$ cat config.mk
export PLATFORM = sky130hd
export DESIGN_NAME = ps2_direction_input_flat
export DESIGN_NICKNAME = d
export VERILOG_FILES = /design/src/rtl/ps2_direction_input_if.sv /design/src/rtl/ps2_direction_input.sv /design/src/flat_wrapper.sv
export SDC_FILE = /design/constraint.sdc
export NUM_CORES = 1
export LEC_CHECK = 0
export ABC_AREA = 1
export CAP_MARGIN = 0
export CORE_ASPECT_RATIO = 1.25
export CORE_UTILIZATION = 40
export CTS_CLUSTER_SIZE = 16
export DETAILED_ROUTE_END_ITERATION = 16
export GPL_TIMING_DRIVEN = 0
export SLEW_MARGIN = 5
export SYNTH_ARGS = -nofsm -noshare
export SYNTH_HDL_FRONTEND = slang
export SYNTH_SLANG_ARGS = --single-unit
export TNS_END_PERCENT = 5
$ cat constraint.sdc
create_clock -name clock -period 1.53 [get_ports clock]
set_input_delay 0.2295 -clock clock [delete_from_list [all_inputs] [get_ports clock]]
set_output_delay 0.2295 -clock clock [all_outputs]
set_load 0.02 [all_outputs]
$ cat src/rtl/ps2_direction_input_if.sv
// ps2_direction_input_if
//   Level-held key state presented by the PS/2 front end to the 2048 control FSM.
//   direction   : one-hot held arrow (0001 left, 0010 right, 0100 down, 1000 up, 0000 none)
//   start       : high while Enter is held
//   scan_code   : last valid received byte (debug)
//   scan_valid  : one-cycle pulse when scan_code updates
//   frame_error : one-cycle pulse on parity, stop-bit or timeout error
//   master = PS/2 front end (drives), slave = control FSM (samples)
interface ps2_direction_input_if;
    logic [3:0] direction;
    logic       start;
    logic [7:0] scan_code;
    logic       scan_valid;
    logic       frame_error;

    modport master (
        output direction,
        output start,
        output scan_code,
        output scan_valid,
        output frame_error
    );

    modport slave (
        input direction,
        input start,
        input scan_code,
        input scan_valid,
        input frame_error
    );
endinterface

$ cat src/rtl/ps2_direction_input.sv
// ps2_direction_input
//   PS/2 keyboard front end: receives device-to-host frames, decodes arrow and
//   Enter make/break sequences and holds direction/start for the control FSM.
//   clock    : system clock, rising edge
//   reset    : synchronous, active-high
//   ps2_clk  : raw PS/2 clock pin (asynchronous)
//   ps2_data : raw PS/2 data pin (asynchronous)
//   ctl      : key state outputs (see ps2_direction_input_if)
module ps2_direction_input #(
    parameter int unsigned TIMEOUT_CYCLES = 50000
) (
    input  logic                          clock,
    input  logic                          reset,
    input  logic                          ps2_clk,
    input  logic                          ps2_data,
    ps2_direction_input_if.master         ctl
);

    localparam int unsigned TW = (TIMEOUT_CYCLES > 2) ? $clog2(TIMEOUT_CYCLES) : 1;
    localparam logic [TW-1:0] T_LAST = TW'(TIMEOUT_CYCLES - 1);

    typedef enum logic [1:0] {
        S_IDLE,
        S_DATA,
        S_PARITY,
        S_STOP
    } rx_state_t;

    // Synchronizers; idle PS/2 lines are high, so reset to 1 to avoid a false fall.
    logic [2:0] clk_sync;
    logic [1:0] dat_sync;
    logic       fall;
    logic       rx_bit;

    always_ff @(posedge clock) begin
        if (reset) begin
            clk_sync <= '1;
            dat_sync <= '1;
        end else begin
            clk_sync <= {clk_sync[1:0], ps2_clk};
            dat_sync <= {dat_sync[0], ps2_data};
        end
    end

    assign fall   = clk_sync[2] & ~clk_sync[1];
    assign rx_bit = dat_sync[1];

    // Frame receiver
    rx_state_t     state, state_n;
    logic [2:0]    bit_cnt, bit_cnt_n;
    logic [7:0]    shift, shift_n;
    logic          par, par_n;
    logic [TW-1:0] tcnt, tcnt_n;
    logic          byte_ok, byte_err;

    always_ff @(posedge clock) begin
        if (reset) begin
            state   <= S_IDLE;
            bit_cnt <= '0;
            shift   <= '0;
            par     <= 1'b0;
            tcnt    <= '0;
        end else begin
            state   <= state_n;
            bit_cnt <= bit_cnt_n;
            shift   <= shift_n;
            par     <= par_n;
            tcnt    <= tcnt_n;
        end
    end

    always_comb begin
        state_n   = state;
        bit_cnt_n = bit_cnt;
        shift_n   = shift;
        par_n     = par;
        tcnt_n    = tcnt;
        byte_ok   = 1'b0;
        byte_err  = 1'b0;
        if (state == S_IDLE) begin
            tcnt_n = '0;
            if (fall && !rx_bit) begin
                state_n   = S_DATA;
                bit_cnt_n = '0;
            end
        end else if (fall) begin
            // A fall on the terminal count wins over the timeout.
            tcnt_n = '0;
            case (state)
                S_DATA: begin
                    shift_n   = {rx_bit, shift[7:1]};
                    bit_cnt_n = bit_cnt + 3'd1;
                    if (bit_cnt == 3'd7) state_n = S_PARITY;
                end
                S_PARITY: begin
                    par_n   = rx_bit;
                    state_n = S_STOP;
                end
                S_STOP: begin
                    if (rx_bit && (^{shift, par})) byte_ok  = 1'b1;
                    else                           byte_err = 1'b1;
                    state_n = S_IDLE;
                end
                default: state_n = S_IDLE;
            endcase
        end else if (tcnt == T_LAST) begin
            state_n  = S_IDLE;
            byte_err = 1'b1;
            tcnt_n   = '0;
        end else begin
            tcnt_n = tcnt + 1'b1;
        end
    end

    // Received byte registers
    logic [7:0] code_q;
    logic       valid_q;
    logic       err_q;

    always_ff @(posedge clock) begin
        if (reset) begin
            code_q  <= '0;
            valid_q <= 1'b0;
            err_q   <= 1'b0;
        end else begin
            valid_q <= byte_ok;
            err_q   <= byte_err;
            if (byte_ok) code_q <= shift;
        end
    end

    // Decoder
    logic       ext, brk;
    logic [3:0] dir_q;
    logic       start_q;
    logic [3:0] arrow_oh;

    always_comb begin
        arrow_oh = '0;
        case (code_q)
            8'h6B: arrow_oh = 4'b0001;
            8'h74: arrow_oh = 4'b0010;
            8'h72: arrow_oh = 4'b0100;
            8'h75: arrow_oh = 4'b1000;
            default: arrow_oh = '0;
        endcase
    end

    always_ff @(posedge clock) begin
        if (reset) begin
            ext     <= 1'b0;
            brk     <= 1'b0;
            dir_q   <= '0;
            start_q <= 1'b0;
        end else if (valid_q) begin
            case (code_q)
                8'hE0: ext <= 1'b1;
                8'hF0: brk <= 1'b1;
                default: begin
                    if (ext && (arrow_oh != 4'b0000)) begin
                        // A break only releases the arrow currently held.
                        if (!brk)                dir_q <= arrow_oh;
                        else if (dir_q == arrow_oh) dir_q <= '0;
                    end else if (!ext && (code_q == 8'h5A)) begin
                        start_q <= ~brk;
                    end
                    ext <= 1'b0;
                    brk <= 1'b0;
                end
            endcase
        end
    end

    assign ctl.direction   = dir_q;
    assign ctl.start       = start_q;
    assign ctl.scan_code   = code_q;
    assign ctl.scan_valid  = valid_q;
    assign ctl.frame_error = err_q;

endmodule

$ cat src/flat_wrapper.sv
// flat-port wrapper written by rule: the top's interface ports become plain ports
module ps2_direction_input_flat 
#(
    parameter int unsigned TIMEOUT_CYCLES = 50000
)
  (clock, reset, ps2_clk, ps2_data, ctl_direction, ctl_start, ctl_scan_code, ctl_scan_valid, ctl_frame_error);
  ps2_direction_input_if ctl_i ();
  input  logic clock;
  input  logic reset;
  input  logic ps2_clk;
  input  logic ps2_data;
  output wire logic [$bits(ctl_i.direction)-1:0] ctl_direction;
  output wire logic [$bits(ctl_i.start)-1:0] ctl_start;
  output wire logic [$bits(ctl_i.scan_code)-1:0] ctl_scan_code;
  output wire logic [$bits(ctl_i.scan_valid)-1:0] ctl_scan_valid;
  output wire logic [$bits(ctl_i.frame_error)-1:0] ctl_frame_error;
  assign ctl_direction = ctl_i.direction;
  assign ctl_start = ctl_i.start;
  assign ctl_scan_code = ctl_i.scan_code;
  assign ctl_scan_valid = ctl_i.scan_valid;
  assign ctl_frame_error = ctl_i.frame_error;
  ps2_direction_input #(.TIMEOUT_CYCLES(TIMEOUT_CYCLES)) u_core (.clock(clock), .reset(reset), .ps2_clk(ps2_clk), .ps2_data(ps2_data), .ctl(ctl_i));
endmodule
==> run_results.csv <==
group,metric,value,unit
power_and_ir_drop,intPower,1.802,mW
synthesis,muxShareOfSynthArea,0,
power_and_ir_drop,p_leak,1.506,nW
setup_path,path_cells,"ha_4 > nand2_4 > inv_2 > nand2_2 > nor2_2 > nand4_1 > nand3_4 > buf_12 > a21oi_2 > o21a_1",
cells_and_area,diodes,0,
timing,maxSlewHeadroom,0.6445,
synthesis,synth.distinct_cells,32,
detailed_routing,first_iter_violations,55,
power_and_ir_drop,swShare,0.2374,
timing,slew_violations,0,
outcome,outcome,"finished with violations",
power_and_ir_drop,pwr-share-comb,0.076,
clocking,cts_buffers,5,
placement,dpl.hpwl,4.014,mm
setup_path,start_kind,"flop",
detailed_routing,drt-total-wl,5.582,mm
setup_path,worstPathArrival,1.77,ns
clocking,clkTransAtPathRegs,0.09,ns
floorplan,die-area,6806,um^2
setup_path,critPathTopFamily,"simple AND/OR/NAND/NOR gates",
synthesis,syn_nets,390,
detailed_routing,routedWlPerCell,11.08,um
synthesis,syn-cell-area,2591,um^2
cells_and_area,stdcell_count,504,
cells_and_area,layout.cells.most_common,"nand2_1",
flow_run,cap_violations,0,
synthesis,synth_top_family_by_area,"simple AND/OR/NAND/NOR gates",
timing,skew,0.006576,ns
setup_path,slowest_delay,0.37,ns
clocking,htree_levels,2,
floorplan,rows,32,
detailed_routing,post-route-drc-count,0,
grt,grt_busiest_layer,"met2",
setup_path,critPathMaxFanout,4,
timing,clock.fmax,640.1,MHz
grt,use_met3,0.03407,
cells_and_area,final_cell_mix,"nand2_1, inv_1, dfxtp_1",
grt,grt_start_max_net_pins,16,
synthesis,synth.area.top_cells,"dfxtp_1, nand2_1, nor2_1, inv_1, a21oi_1",
power_and_ir_drop,p_sw,561.0,uW
timing,min_period_over_period,1.021,
synthesis,synth_top_area_share,0.4017,
clocking,hold_buffers,0,
placement,port_buffers,17,
cells_and_area,syn2layout_area_growth,28.59,%
synthesis,syn_avg_cell_area,6.855,um^2
clocking,cts_max_path_buffers,2,
placement,place_congestion,0.7535,
clocking,clk_latency,0.30,ns
timing,setup_slack,-0.03221,ns
setup_path,worstRegToRegCells,10,
clocking,cts.sinks,52,
detailed_routing,drtAntennaViolNets,0,
synthesis,synthSimpleGateAreaFrac,0.3563,
power_and_ir_drop,pwr-share-seq,0.583,
grt,grtUsageTotal,0.1775,
outcome,violations,"negative setup slack",
grt,grt_use_met2,0.3205,
grt,antenna_found_initial,0,
timing,finalSetupViolations,1,
synthesis,synth_area_leader_cell,"dfxtp_1",
cells_and_area,final_nets,430,
synthesis,synth-xor-area-share,0.02704,
setup_path,required,1.74,ns
synthesis,synth_cells,378,
synthesis,synth_seq_cells,52,
grt,overflow,0,
grt,grt_pass1_vias,2200,
synthesis,yosys_warnings,0,
timing,tightest_slew,0.5333,ns
detailed_routing,vias,2372,
synthesis,synth-async-reset-ratio,0,
cells_and_area,multiInputGateArea,1508,um^2
power_and_ir_drop,total_power,2.363,mW
timing,min_period,1.562,ns
setup_path,worst_path_max_delay_cell,"dfxtp_2",
setup_path,path_class,"flop to flop",
floorplan,die-height,91.99,um
cells_and_area,design_area,3332,um^2
placement,placed_cells,480,
power_and_ir_drop,clkPwrFrac,0.341,
grt,met1_usage,0.2090,
placement,postPlaceCellArea,2870,um^2
cells_and_area,num-fill-cells,610,
setup_path,path_depth,10,
timing,hold_viol,0,
detailed_routing,drt-pass1-iter-count,4,
timing,rsz0062_at_grt,"yes",
grt,grt_first_pass_wirelength,9.466,mm
cells_and_area,post_route_cells_drive_above_1_share,0.2554,
synthesis,synth-compound-area-share,0.09319,
placement,pre_cts_ws,-0.3486,ns
setup_path,endpoint_kind,"flop",
floorplan,start_util,0.4175,
synthesis,synth_fa_ha_area_frac,0.03863,
cells_and_area,regArea,1069,um^2
synthesis,synth_edf_count,0,
power_and_ir_drop,power.density,709.2,nW/um^2
synthesis,yosysSeqAreaShare,0.4017,
floorplan,die_x,73.99,um
floorplan,ios,19,
detailed_routing,routed_via_density,4.706,
synthesis,ys.flop_type,"dfxtp_1",
worst_hold_path,hold_depth,2,
floorplan,coreArea,6206,um^2
power_and_ir_drop,peakVddDrop,0.6058,mV
clocking,cts_tree,"built",
clocking,root_buffer,"clkbuf_8",
worst_hold_path,min_path_type,"input port to flop",
setup_path,critPathBufInv,2,
state kept, by name, indices dropped and copies added, names as in the netlist, 2 cells and up:
| signal | cells |
|---|---|
| u_core.bit_cnt | 3 |
| u_core.clk_sync | 3 |
| u_core.ctl.direction | 4 |
| u_core.ctl.scan_code | 8 |
| u_core.dat_sync | 2 |
| u_core.shift | 8 |
| u_core.state | 2 |
| u_core.tcnt | 16 |
per-stage QoR:
| step | utilization | setup TNS [ns] | hold WS, ns |
|---|---|---|---|
| 6_report | 0.5369 | -0.03221 | 0.2915 |
| 5_1_grt | 0.5369 | -2.822 | 0.3094 |
| 4_1_cts | 0.4994 | -0.3665 | 0.3037 |
| 3_5_place_dp | 0.4625 | -6.339 | 0.3968 |
| 3_3_place_gp | 0.4625 | -5.830 | 0.3924 |
| 2_1_floorplan | - | -0.08937 | 0.3333 |
cell families (layout without fill, tap and decap cells):
kind of cell / Yosys count / in the layout
xor+xnor: 8 / 8
buf+inv: 54 / 95
compound gates: 45 / 45
flops: 52 / 52
fa+ha+maj: 8 / 8
simple gates: 211 / 211
path summary, 6_finish.rpt:
kind / start / end / slack (ns)
worst max register to register: u_core.tcnt[0] / u_core.tcnt[9] / -0.03
worst min register to register: u_core.clk_sync[0] / u_core.clk_sync[1] / 0.41
worst min-delay path: reset / u_core.ctl.direction[1] / 0.29
worst max-delay path: u_core.tcnt[0] / u_core.tcnt[9] / -0.03
repair_timing:
action	in CTS	in global routing
endpoints found under the setup margin	45	44
gates cloned	0	1
gates resized for setup	41	55
buffers inserted	7	8
pin swaps	2	12
power groups by stage:
| stage | Clock (mW) | Combinational (mW) | Sequential [mW] |
|---|---|---|---|
| after floorplan | 0 | 0.0940 | 1.41 |
| after global routing | 0.893 | 0.202 | 1.38 |
| after detailed placement | 0 | 0.130 | 1.41 |
| after global placement | 0 | 0.127 | 1.41 |
| final | 0.805 | 0.180 | 1.38 |
| after CTS | 0.843 | 0.149 | 1.38 |
final cells by class:
cell class	count	share of cell area
clock inverters	2	0.003004
repair buffers	33	0.09651
inverters	48	0.05558
multi-input cells	272	0.4525
plain buffers	6	0.01502
clock buffers	6	0.02478
well taps	85	0.03192
flip-flops and latches	52	0.3207
synthesized netlist by cell type, types with 2 or more instances:
library cell	count
a21oi_1	28
a31oi_1	2
clkbuf_1	3
dfxtp_1	52
ha_1	8
inv_1	46
nand2_1	112
nand2_2	3
nand3_1	17
nand3_2	2
nand3b_1	4
nand4_1	6
nor2_1	48
nor3_1	8
o21ai_0	11
or2_2	6
xnor2_1	3
xor2_1	5
metal layers:
| metal | vias up | routed length (um) |
|---|---|---|
| li1 | 1268 | - |
| met1 | 1080 | 2507 |
| met4 | 0 | 51 |
| met5 | - | 0 |
| met2 | 20 | 2894 |
| met3 | 4 | 128 |
Power figures use the tool's default switching activity.
